==> config.mk <==
export PLATFORM = sky130hd
export DESIGN_NAME = led_seq_ctrl
export DESIGN_NICKNAME = d
export VERILOG_FILES = /design/src/rtl/led_seq_ctrl.sv
export SDC_FILE = /design/constraint.sdc
export NUM_CORES = 1
export LEC_CHECK = 0
export CORE_ASPECT_RATIO = 0.9
export CORE_UTILIZATION = 55
export CTS_CLUSTER_SIZE = 8
export DETAILED_ROUTE_END_ITERATION = 8
export PLACE_DENSITY = 0.72
export SETUP_SLACK_MARGIN = 0.5
export SYNTH_ARGS = -nofsm -noshare
export SYNTH_HDL_FRONTEND = slang
export SYNTH_SLANG_ARGS = --single-unit
==> constraint.sdc <==
create_clock -name CLOCK_50 -period 2.8 [get_ports CLOCK_50]
set_input_delay 0.7 -clock CLOCK_50 [delete_from_list [all_inputs] [get_ports CLOCK_50]]
set_output_delay 0.7 -clock CLOCK_50 [all_outputs]
set_load 0.03 [all_outputs]
==> src/rtl/led_seq_ctrl.sv <==
// led_seq_ctrl: multi-channel LED sequencer with a shared tick prescaler.
// Each channel can be off, steady on, blinking, or running a counted burst
// of blinks. Channels are configured through a single valid/ready port.
module led_seq_ctrl #(
  parameter int CLK_DIV = 50,
  parameter int NLED    = 4
) (
  input  logic            CLOCK_50,
  input  logic            KEY,
  input  logic            cmd_valid,
  output logic            cmd_ready,
  input  logic [1:0]      cmd_led,
  input  logic [1:0]      cmd_mode,
  input  logic [3:0]      cmd_half,
  input  logic [3:0]      cmd_count,
  output logic [NLED-1:0] LEDG,
  output logic [NLED-1:0] busy,
  output logic [NLED-1:0] done
);

  localparam int PW = $clog2(CLK_DIV);
  localparam logic [PW-1:0] PRE_MAX = PW'(CLK_DIV - 1);

  typedef enum logic [1:0] {
    ST_OFF   = 2'b00,
    ST_ON    = 2'b01,
    ST_BLINK = 2'b10,
    ST_BURST = 2'b11
  } st_t;

  // Complete per-channel state; ch_q is the observable FSM state of each channel.
  typedef struct packed {
    st_t        st;
    logic [3:0] half;
    logic [3:0] phase;
    logic [3:0] rem;
    logic       led;
  } ch_t;

  ch_t             ch_q [NLED];
  ch_t             ch_d [NLED];
  logic [NLED-1:0] done_d;
  logic [NLED-1:0] done_q;
  logic [PW-1:0]   pre_q;
  logic            tick;
  logic            sel_burst;
  logic            accept;
  logic [3:0]      half_eff;

  assign tick     = (pre_q == PRE_MAX);
  assign half_eff = (cmd_half == 4'd0) ? 4'd1 : cmd_half;

  // Free-running prescaler shared by every channel.
  always_ff @(posedge CLOCK_50) begin
    if (KEY) begin
      pre_q <= '0;
    end else if (tick) begin
      pre_q <= '0;
    end else begin
      pre_q <= pre_q + 1'b1;
    end
  end

  // Handshake: a command transfers on a cycle where cmd_valid and cmd_ready
  // are both high. cmd_ready is combinational; it drops during reset and when
  // the addressed channel is mid-burst and the command is not OFF, so OFF can
  // always abort a burst. Indices with no channel are accepted and dropped.
  always_comb begin
    sel_burst = 1'b0;
    for (int i = 0; i < NLED; i++) begin
      if (cmd_led == 2'(i) && ch_q[i].st == ST_BURST) sel_burst = 1'b1;
    end
    cmd_ready = !KEY && !(sel_burst && cmd_mode != 2'b00);
    accept    = cmd_valid && cmd_ready;
  end

  // Per-channel next state: an accepted command wins over a same-cycle tick.
  always_comb begin
    for (int i = 0; i < NLED; i++) begin
      ch_d[i]   = ch_q[i];
      done_d[i] = 1'b0;
      if (accept && cmd_led == 2'(i)) begin
        case (cmd_mode)
          2'b00: begin
            ch_d[i].st  = ST_OFF;
            ch_d[i].led = 1'b0;
          end
          2'b01: begin
            ch_d[i].st  = ST_ON;
            ch_d[i].led = 1'b1;
          end
          2'b10: begin
            ch_d[i].st    = ST_BLINK;
            ch_d[i].led   = 1'b1;
            ch_d[i].phase = 4'd0;
            ch_d[i].half  = half_eff;
          end
          default: begin
            if (cmd_count == 4'd0) begin
              ch_d[i].st  = ST_OFF;
              ch_d[i].led = 1'b0;
              done_d[i]   = 1'b1;
            end else begin
              ch_d[i].st    = ST_BURST;
              ch_d[i].led   = 1'b1;
              ch_d[i].phase = 4'd0;
              ch_d[i].half  = half_eff;
              ch_d[i].rem   = cmd_count;
            end
          end
        endcase
      end else if (tick && (ch_q[i].st == ST_BLINK || ch_q[i].st == ST_BURST)) begin
        if (ch_q[i].phase == ch_q[i].half - 4'd1) begin
          ch_d[i].phase = 4'd0;
          ch_d[i].led   = ~ch_q[i].led;
          // Only falling toggles consume a burst pulse.
          if (ch_q[i].st == ST_BURST && ch_q[i].led) begin
            ch_d[i].rem = ch_q[i].rem - 4'd1;
            if (ch_q[i].rem == 4'd1) begin
              ch_d[i].st = ST_OFF;
              done_d[i]  = 1'b1;
            end
          end
        end else begin
          ch_d[i].phase = ch_q[i].phase + 4'd1;
        end
      end
    end
  end

  // Channel state and done-pulse registers.
  always_ff @(posedge CLOCK_50) begin
    if (KEY) begin
      for (int i = 0; i < NLED; i++) ch_q[i] <= '0;
      done_q <= '0;
    end else begin
      for (int i = 0; i < NLED; i++) ch_q[i] <= ch_d[i];
      done_q <= done_d;
    end
  end

  // Outputs come straight from registered channel state.
  always_comb begin
    for (int i = 0; i < NLED; i++) begin
      LEDG[i] = ch_q[i].led;
      busy[i] = (ch_q[i].st == ST_BURST);
    end
    done = done_q;
  end

endmodule

**Yosys cells after proc, flatten, opt, wreduce, memory -nomap -nowiden**

Memories as Yosys holds them, arrays and structs flattened.
Index checks and enable logic that the tools add are counted.

- Muxes and demuxes: 94
- Add/subtract/negate cells: 13
- Bitwise operators: 8
- Reduce and logical (&&, ||, !) cells: 34
- Eq/ne operators: 22

Operators with widths:

| cell | number |
|---|---|
| $mux 9 | 8 |
| $mux 4 | 17 |
| $pmux 8 s2 | 4 |
| $mux 15 | 4 |
| $mux 12 | 4 |
| $mux 2 | 21 |
| $sub 4x1->4 const B | 8 |
| $mux 1 | 30 |
| $eq 2x2->1 const B | 11 |
| $mux 5 | 4 |
| $logic_and 1x1->1 | 19 |
| $add 4x1->4 const B | 4 |
| $eq 4x1->1 const B | 4 |
| $eq 4x4->1 | 4 |
| $logic_not 4->1 | 2 |
| $add 6x1->6 const B | 1 |
| $eq 6x6->1 const B | 1 |
| $pmux 2 s3 | 1 |
| $reduce_or 2->1 | 3 |
| $eq 2x1->1 const B | 2 |
| $logic_not 2->1 | 2 |
| $logic_or 1x1->1 | 4 |
| $not 1->1 | 4 |
| $or 1x1->1 | 4 |
| 4 further kinds | 5 |

- Memory bits (writable): 60
- Bits in registers: 10
- Output and inout bits: 13
- Memories: 1

Memories:

| name | depth | width | read ports | clocked after Yosys merged registers in | wr ports | line | source |
|---|---|---|---|---|---|---|---|
| ch_q | 4 | 15 | 4 | 0 | 4 | 40 | `ch_t ch_q [NLED];` |

**Depth between registers and ports, before layout**

- Word-level depth: 13
- Depth in mapped cells: 10
- Gate-level depth less buffers: 7

**Least setup slack after synthesis**

Ideal clock, no wire load.

- Kind: input port to output port
- From: in cmd_led[0]
- To: out cmd_ready
- Setup slack: 0.015 ns
- Buffers on the path: 1
- Stages on the path: 3
- Arrival: 2.085 ns
- Data required time: 2.100 ns
- Cells stage by stage: buf_2 > mux4_2 > a21oi_1

- Word-level cells in the longest chain between the ends: 9

Ends and longest elaborated chain:

| item | line | source |
|---|---|---|
| start: declaration | 12 | `input logic [1:0] cmd_led,` |
| $logic_not 2->1 | 71 | `if (cmd_led == 2'(i) && ch_q[i].st == ST_BURST) sel_burst = 1'b1;` |
| $logic_and 1x1->1 | 71 |  |
| $mux 1 (3 in a row) | 71 |  |
| $mux 1 (*) | 71 |  |
| $logic_and 1x1->1 (*) | 73 | `cmd_ready = !KEY && !(sel_burst && cmd_mode != 2'b00);` |
| $logic_not 1->1 (*) | 73 |  |
| $logic_and 1x1->1 (*) | 73 |  |
| end: declaration | 11 | `output logic cmd_ready,` |

Every way passes the cells marked *; elsewhere a longest branch is shown, timed or not.

==> out/qor.txt <==
=================================================================================
Number of buffers inserted by port buffering .......................           27
Antenna fix cells ..................................................            0
Proportion of layout cells with a drive suffix above 1 .............        0.217
Net Count, Synth ...................................................          517
Number of buffers added to fix hold violations after cts ...........            0
IO Count ...........................................................           28
Fin. max-slew vios .................................................            0
WP data arrival ....................................................      1.67 ns
Clock transition at path regs ......................................      0.08 ns
Final critical-path required period ................................      2.37 ns
Maximum operating frequency ........................................      423 MHz
Detailed Place HPWL ................................................      7870 µm
Share of synthesized flip-flops with an asynchronous set or reset ..            0
Transition time at the pin with the least slew margin ..............     0.673 ns
Maximum capacitance violations .....................................            0
GRT Residual Overflow ..............................................            0
Crit path required time ............................................      2.10 ns
Number of antenna violations at the first check in global routing ..            0
Class of the worst hold path .......................................      reg2reg
Ratio of total power to cell area ..................................   406 mW/mm²
CTS H-Tree Depth ...................................................            3
Worst slew slack as a fraction of its limit ........................        0.548
Number of buffers created by CTS ...................................            9
Worst-case vdd ir drop .............................................       337 µV
Utilization after layout ...........................................        0.720
Iteration-0 DRC Markers ............................................          363
Sequential cell area fraction in the yosys report ..................        0.333
Syn. warnings ......................................................            0
Status .............................................................    completed
Maximum fanout along the worst path ................................            4
Finish-stage setup viols ...........................................            0
TritonCTS clock tree ...............................................          yes
Number of optimization iterations in the first detailed-route pass .            5
WHS Endpoint .......................................................     pre_q[0]
Setup repair after global routing missed its margin ................          yes
Capturing element type of the critical path ........................ primary output
Reg2Reg Setup Slack ................................................      0.58 ns
Multi-input combinational cell area ................................  0.00268 mm²
Post-Place Cell Area ...............................................  0.00481 mm²
Count of vias placed by the detailed router ........................         3852
Fin. Hold Viols ....................................................            0
DRT antenna net count ..............................................            0
Synthesized area divided by synthesized cell count .................     8.77 µm²
First-pass GRT wire length .........................................     18000 µm
Core footprint .....................................................  0.00722 mm²
Remaining routing DRC violations ...................................            0
Reg area ...........................................................  0.00142 mm²
Post-Route WL ......................................................     11100 µm
Category of the worst setup path launch point ......................    flip-flop
Pin count of the biggest net entering global routing ...............           27
Die outline width ..................................................      94.2 µm
Count of cell types in the netlist .................................           65
Gr usage total .....................................................        0.291
Number of global-route vias before repair ..........................         3628
Hold Crit Depth ....................................................            1
Worst Path Class, Setup ............................................      reg2out
Post-synthesis register bit count ..................................           70
Post-synth top flop ................................................      dfxtp_1
Count of nets after finishing ......................................          584
Cells after synthesis ..............................................          480
Post-route cell area ...............................................  0.00520 mm²
Buffer levels on the longest clock path ............................            2
Setup Skew .........................................................   0.00723 ns
Final weighted congestion of routability-driven global placement ...        0.834
Root buf cell ......................................................     clkbuf_8
Leakage power ......................................................      2.07 nW
Initial Utilization ................................................        0.583
Number of filler instances in the final layout .....................          561
Number of cell instances on the worst register-to-register path ....            7
Area of the mapped netlist .........................................  0.00421 mm²
Clock insertion delay at the later pin of the skew report ..........      0.35 ns
Height of the die ..................................................      85.0 µm
Startpoint of the tightest hold check path .........................     pre_q[0]
End of the worst register-to-register path .........................   ch_q[3][1]
WL/cell ............................................................      17.3 µm
Number of flops mapped to enable cells by yosys ....................            0
Startpoint of the lowest-slack register-to-register path ...........   ch_q[3][9]
Area Growth Syn to Fin .............................................        23.5%
Clock net sink count ...............................................           70
Final Cycle Share ..................................................        0.845
Hold WS ............................................................     0.493 ns
Number of rows created at floorplan ................................           29
Detailed-route vias per instance ...................................         5.97
Final Power ........................................................    0.00211 W
Die footprint ......................................................  0.00801 mm²
=================================================================================
report_power, final:
part	switching (W)	total, W	internal (W)
Sequential	0.0000209	0.00103	0.00101
Combinational	0.000137	0.000245	0.000108
Clock	0.000420	0.000835	0.000414
worst max-delay path: stages, from the launching register on:
cell and delay [ns]:
dfxtp_2 0.35, and2_4 0.17, mux4_2 0.49, a21oi_4 0.16, buf_6 0.15
layout by cell type (no fill, tap or decap), types with 4 or more instances in the layout:
| master | n |
|---|---|
| dfxtp_1 | 60 |
| nor2_1 | 52 |
| buf_4 | 52 |
| nand2_1 | 31 |
| mux2i_1 | 23 |
| inv_1 | 21 |
| nand3_1 | 21 |
| xnor2_1 | 21 |
| ha_1 | 21 |
| xor2_1 | 19 |
| clkdlybuf4s50_1 | 17 |
| nor3_1 | 14 |
| nor4_1 | 12 |
| nand4_1 | 10 |
| a211oi_1 | 10 |
| and3_1 | 9 |
| clkbuf_8 | 9 |
| a21oi_1 | 8 |
| inv_2 | 7 |
| o22ai_1 | 7 |
| dfxtp_2 | 6 |
| nand3b_1 | 5 |
| o21ai_0 | 5 |
| and2_1 | 4 |
| or4_1 | 4 |
| a31oi_1 | 4 |
| a41oi_1 | 4 |
| dfxtp_4 | 4 |
| dlygate4sd2_1 | 4 |
| buf_6 | 4 |
per-layer routing:
layer / track usage / vias up / part of all wire
met1: 0.390 / 1849 / 0.46
li1: - / 1859 / -
met5: 0 / - / 0
met2: 0.472 / 124 / 0.47
met3: 0.0690 / 20 / 0.052
met4: 0.0713 / 0 / 0.017
worst max-delay path by stage:
stage,to,from,cells past startpoint
global placement,cmd_ready,cmd_led[0],4
finish,cmd_ready,ch_q[3][13],4
detailed placement,ch_q[1][10],cmd_led[0],7
global route,cmd_ready,cmd_led[1],5
CTS,cmd_ready,ch_q[3][13],4
floorplan,cmd_ready,cmd_led[0],3
synthesized netlist by cell type (3+ instances only):
cell	n	area [µm²]
xnor2_1	21	184
o311ai_0	4	35.0
dfxtp_1	70	1400
xor2_1	19	166
and2_1	5	31.3
a211o_1	3	26.3
and3_1	9	56.3
o22ai_1	7	43.8
nand4_1	10	62.6
clkbuf_1	17	63.8
a22oi_1	3	22.5
nand3b_1	5	37.5
or2_2	3	18.8
nor2b_1	3	18.8
a41oi_1	4	35.0
mux2i_1	23	230
a211oi_1	10	75.1
nor2_1	52	195
a221oi_1	3	26.3
nor3_1	14	70.1
o21a_1	3	22.5
ha_1	22	275
nor4_1	14	87.6
nand3_1	22	110
a21oi_1	9	45.0
o211ai_1	3	22.5
o21ai_0	5	25.0
a31oi_1	4	25.0
buf_4	4	30.0
nand2_1	34	128
or4_1	4	30.0
inv_1	28	105
metrics by stage:
step	worst slack, ns	TNS, ns	cells
2_1_floorplan	0.400	0	480
3_3_place_gp	-0.00578	-0.00578	618
3_5_place_dp	-0.0541	-0.184	618
4_1_cts	0.391	0	640
5_1_grt	0.414	0	645
6_report	0.434	0	645
flip-flops by register name, indices dropped and copies added, names as in the netlist:
| register | flops |
|---|---|
| ch_q | 60 |
| done | 4 |
| pre_q | 6 |
cell type report:
| type | count | area share |
|---|---|---|
| clock inverter | 7 | 0.0142 |
| clock buffer | 9 | 0.0238 |
| multi-input combinational | 357 | 0.515 |
| timing repair buffer | 81 | 0.130 |
| sequential | 70 | 0.274 |
| tap | 93 | 0.0224 |
| inverter | 28 | 0.0202 |
cell families after synthesis:
family | share of synthesized area
simple gates | 0.256
flops | 0.333
compound gates | 0.127
fa+ha+maj | 0.0654
xor+xnor | 0.0996
buf+inv | 0.0532
mux | 0.0654
what timing repair did:
item | 4_1_cts | 5_1_grt
endpoints found under the hold margin | 0 | 0
pin swaps | 6 | 8
cloned | 0 | 0
gates resized for setup | 34 | 21
setup endpoints to repair | 44 | 32
buffers inserted | 6 | 5
Power figures use the tool's default switching activity.
==> RTL edit 1, RTL diff (config.mk and constraints unchanged) <==
Register the output `LEDG`; this adds one clock of latency there. The other outputs are not delayed to match.
--- a/src/rtl/led_seq_ctrl.sv
+++ b/src/rtl/led_seq_ctrl.sv
@@ -37,4 +37,6 @@
     logic       led;
   } ch_t;
+
+  logic [NLED-1:0] LEDG_d;
 
   ch_t             ch_q [NLED];
@@ -143,5 +145,5 @@
   always_comb begin
     for (int i = 0; i < NLED; i++) begin
-      LEDG[i] = ch_q[i].led;
+      LEDG_d[i] = ch_q[i].led;
       busy[i] = (ch_q[i].st == ST_BURST);
     end
@@ -149,4 +151,8 @@
   end
 
+  always_ff @(posedge CLOCK_50) begin
+    LEDG <= LEDG_d;
+  end
+
 endmodule
 
Function: changed (Yosys sat finds a counterexample within 4 cycles, from zero or initial values).
==> RTL edit 1 against the original RTL <==
- maximum frequency up 0.85%
- die area up 3.3%
- wire length up 4.8%
- sequential cell count up 4
- synthesized area up 3.4%
- core utilization down 1.9 points
- hold slack worse by 140 ps
- design area up 2.8%
- worst setup slack better by 20 ps
- power up 2.3%
- critical path type is now primary input to primary output
- largest power group unchanged
==> RTL edit 1: results (changes against the original RTL) <==
hpwl_um: 8540  # +8.5%
grt_pass1_wl_um: 18800  # +4.3%
placed_area_um2: 4990  # +3.8%
rr_worst_depth: 5  # -2
cp_slowest_cell: "nand4b_1"
grt_max_degree: 37  # +37%
r2r_slack_ps: 520  # -60 ps
drt_iter0_markers: 230  # -37%
cp_top_family: "compound AO/OA/AOI/OAI gates"
clockBufferDepth: 2  # unchanged
worstMarginPinSlew_ps: 580  # -93.6 ps
htree_levels: 3  # unchanged
p_sw_uw: 579  # +0.12%
min_from: "ch_q[3][0]"
hold_path_end: "LEDG[3]"
antenna_cells: 0  # unchanged
antenna_found_initial: 0  # unchanged
holdWs_ps: 358  # -135 ps
wirelength_um: 11700  # +4.8%
drive_gt1_frac: 0.182  # -0.0351
status: "completed"
track_usage: 0.297  # +0.00553
crit_path_max_fanout: 8  # +4
insertion_delay_ps: 350  # about the same
place_congestion: 0.877  # +5.2%
synth.area.top_cells: "dfxtp_1 34%, ha_1 6.3%, mux2i_1 5.3%, xnor2_1 4.4%, nand2_1 4.0%"
ys_warn_count: 0  # unchanged
total_leakage_power_nw: 2.00  # -3.2%
n_fill_cell: 609  # +8.6%
r2r-start: "pre_q[4]"
grt_pass1_vias: 3933  # +8.4%
rr_endpoint: "ch_q[0][1]"
irDropWorstVdd_mv: 0.242  # -28%
max_stage_delay_ps: 250  # -240 ps
hold-path-cell-count: 0  # -1
yosysSeqAreaShare: 0.340  # +0.00749
synth_cell_type_count: 60  # -7.7%
p_per_area_nw_per_um2: 404  # -0.49%
cts-root-buf: "clkbuf_8"
nets: 609  # +4.3%
finClkSkew_ps: 6.23  # -0.999 ps
route.vias.total: 4173  # +8.3%
synth_fp_nets: 547  # +5.8%
synth_common_cells: "74 x dfxtp_1, 46 x nand2_1, 35 x nor2_1"
cp_data_arrival_time_ps: 1650  # -20 ps
drt_first_pass_iters: 4  # -1
## RTL edit 1: what timing repair did
item                                   in CTS  in global routing
pin swaps                                   5                  4
resized for setup                          29                 26
endpoints found under the hold margin       0                  0
buffers inserted                            5                  0
setup endpoints to repair                  41                 35
## RTL edit 1: logic make-up (layout without fill, tap and decap cells)
family          after synthesis  after routing  share of synthesized area
compound gates               88             88                      0.143
simple gates                214            214                      0.265
flops                        74             74                      0.340
buf+inv                      50            116                     0.0437
xor+xnor                     39             39                     0.0914
mux                          23             23                     0.0529
fa+ha+maj                    22             22                     0.0633
## RTL edit 1: final cells by class
type / count / share of cell area
Clock buffer: 9 / 0.0232
Clock inverter: 6 / 0.0126
Inverter: 28 / 0.0197
Multi-Input combinational cell: 386 / 0.532
Sequential cell: 74 / 0.277
Tap cell: 96 / 0.0225
Timing Repair Buffer: 73 / 0.112
## RTL edit 1: worst max path at each step
stage / slack [ps] / start / cells past startpoint / end
2_1_floorplan: 370 / KEY / 7 / ch_q[1][7]
3_3_place_gp: -180 / cmd_count[3] / 7 / ch_q[1][7]
3_5_place_dp: -170 / cmd_count[3] / 7 / ch_q[1][8]
4_1_cts: 330 / cmd_led[1] / 6 / cmd_ready
5_1_grt: 420 / cmd_mode[1] / 7 / cmd_ready
6_report: 450 / cmd_led[0] / 6 / cmd_ready
## RTL edit 1: through the flow
step | power (mW) | setup TNS, ps | setup WS (ps) | instances
floorplan | 1.23 | 0 | 367 | 510
global placement | 1.33 | -1350 | -180 | 652
detailed placement | 1.33 | -1670 | -172 | 652
CTS | 2.17 | 0 | 327 | 672
global route | 2.24 | 0 | 421 | 672
finish | 2.16 | 0 | 454 | 672
## RTL edit 1: power by group through the flow
stage / sequential, mW / combinational, mW / clock [mW]
final: 1.08 / 0.240 / 0.835
after CTS: 1.08 / 0.233 / 0.853
after global routing: 1.09 / 0.259 / 0.890
after floorplan: 1.11 / 0.125 / 0
after global placement: 1.11 / 0.223 / 0
after detailed placement: 1.11 / 0.226 / 0
## RTL edit 1: per-layer routing
layer	wire (um)	global-route usage	vias to the layer above
met5	0	0	-
li1	-	-	1978
met1	5230	0.390	2025
met2	5530	0.481	138
met3	582	0.0518	32
met4	340	0.123	0
## RTL edit 1: worst reg2reg max path, cell delays in order, from the launching register on
cell and delay [ps]:
dfxtp_1 400, or3b_4 480, or3_1 470, nor4b_4 340, mux2i_1 120, or3_1 350
==> RTL edit 2, RTL diff (config.mk and constraints unchanged) <==
Without the edit above. `CLK_DIV`: 50 -> 100.
--- a/src/rtl/led_seq_ctrl.sv
+++ b/src/rtl/led_seq_ctrl.sv
@@ -3,5 +3,5 @@
 // of blinks. Channels are configured through a single valid/ready port.
 module led_seq_ctrl #(
-  parameter int CLK_DIV = 50,
+  parameter int CLK_DIV = 100,
   parameter int NLED    = 4
 ) (
Check against the original RTL: same outputs for any inputs over 4 cycles, from zero or initial values; that may be too few to reach the edited logic, so the function may still have changed.
==> RTL edit 2 against the original RTL <==
- non-clock buffer count rose by 1
- design area rose by 2.7%
- via count rose by 3.5%
- count of clock-buffer cells in the layout did not move
- sequential cell count rose by 1
- core utilization rose by 1.9 points
- critical endpoint unchanged
- wire length fell by 1.5%
- power rose by 5.3%
- critical path depth rose by 1
- worst setup slack improved by 54 ps
- synthesized area fell by 0.51%
==> RTL edit 2: results (changes against the original RTL) <==
place_congestion: 0.886  # +6.3%
synth_cell_type_count: 60  # -7.7%
synth_xor_area_frac: 0.0753  # -0.0243
globalRoute.totalOverflow: 0  # unchanged
synth_fp_nets: 538  # +4.1%
n_fill_cell: 550  # -2.0%
max_stage_delay_ps: 520  # +30 ps
clock_area_frac: 0.0412  # +0.00322
syn_area_per_cell_um2: 8.34  # -4.9%
buffer_area_frac: 0.132  # +0.00150
r2r-start: "pre_q[4]"
met3_length_um: 478  # -18%
finalPower_mw: 2.22  # +5.3%
synth_mux_area_frac: 0.0388  # -0.0266
seq_cells: 71  # +1.4%
total_leakage_power_nw: 2.09  # +0.94%
route.vias.total: 3985  # +3.5%
slew_headroom: 0.436  # -0.112
grt_pass1_vias: 3838  # +5.8%
grt_util_met3: 0.0525  # -0.0165
pwr.group.clock_uw: 927  # +11%
drive_gt1_frac: 0.223  # +0.00561
nets: 605  # +3.6%
cp_data_arrival_time_ps: 1610  # -60 ps
yosysSeqAreaShare: 0.339  # +0.00647
vias_per_cell: 5.97  # about the same
track_usage: 0.290  # -0.00171
avgRoutedWirePerCell_um: 16.5  # -4.8%
p_per_area_nw_per_um2: 416  # +2.5%
seq_area_frac: 0.271  # -0.00250
p_sw_uw: 586  # +1.4%
grt_max_degree: 32  # +19%
synth_fa_ha_area_frac: 0.0627  # -0.00266
drt-met1-wl_um: 5100  # -0.53%
crit_path_max_fanout: 2  # -2
p_comb_uw: 253  # +3%
synth-compound-area-share: 0.160  # +0.0326
met2WireLength_um: 5100  # -2.7%
post-place-cells: 640  # +3.6%
synth_common_cells: "71 x dfxtp_1, 49 x nor2_1, 38 x nand2_1"
grtUsageMet1: 0.377  # -0.0132
status: "completed"
finClkSkew_ps: 4.69  # -2.53 ps
n_all_inverters: 35  # +25%
placed_area_um2: 4810  # about the same
hpwl_um: 7900  # +0.42%
multi_input_gates: 370  # +3.6%
synth.area.top_cells: "dfxtp_1 34%, ha_1 6.3%, xnor2_1 5.0%, nor2_1 4.4%, nand2_1 3.4%"
dp_slack_ps: -413  # -359 ps
grt_pass1_wl_um: 18100  # +0.27%
==> RTL edit 2: changes by cell type in the layout (fill, tap and decap cells not counted), moves of 8 or more <==
cell     unedited run  this run
inv_1              21        35
nor4_1             12         3
or3_1               2        11
mux2i_1            23        14
a21oi_1             8        21
nor3_1             14        22
==> RTL edit 2: worst paths after layout <==
path | slack, ps | cells past startpoint | to
hold reg to reg | 480 | 1 | pre_q[0]
setup reg to reg | 530 | 5 | ch_q[0][4]
hold / removal | 480 | 1 | pre_q[0]
setup / recovery | 490 | 5 | cmd_ready
==> RTL edit 2: what timing repair did <==
action | in CTS | in global routing
pin swaps | 8 | 14
endpoints found under the setup margin | 60 | 45
cloned | 0 | 0
buffers inserted | 4 | 7
gates resized for setup | 42 | 47
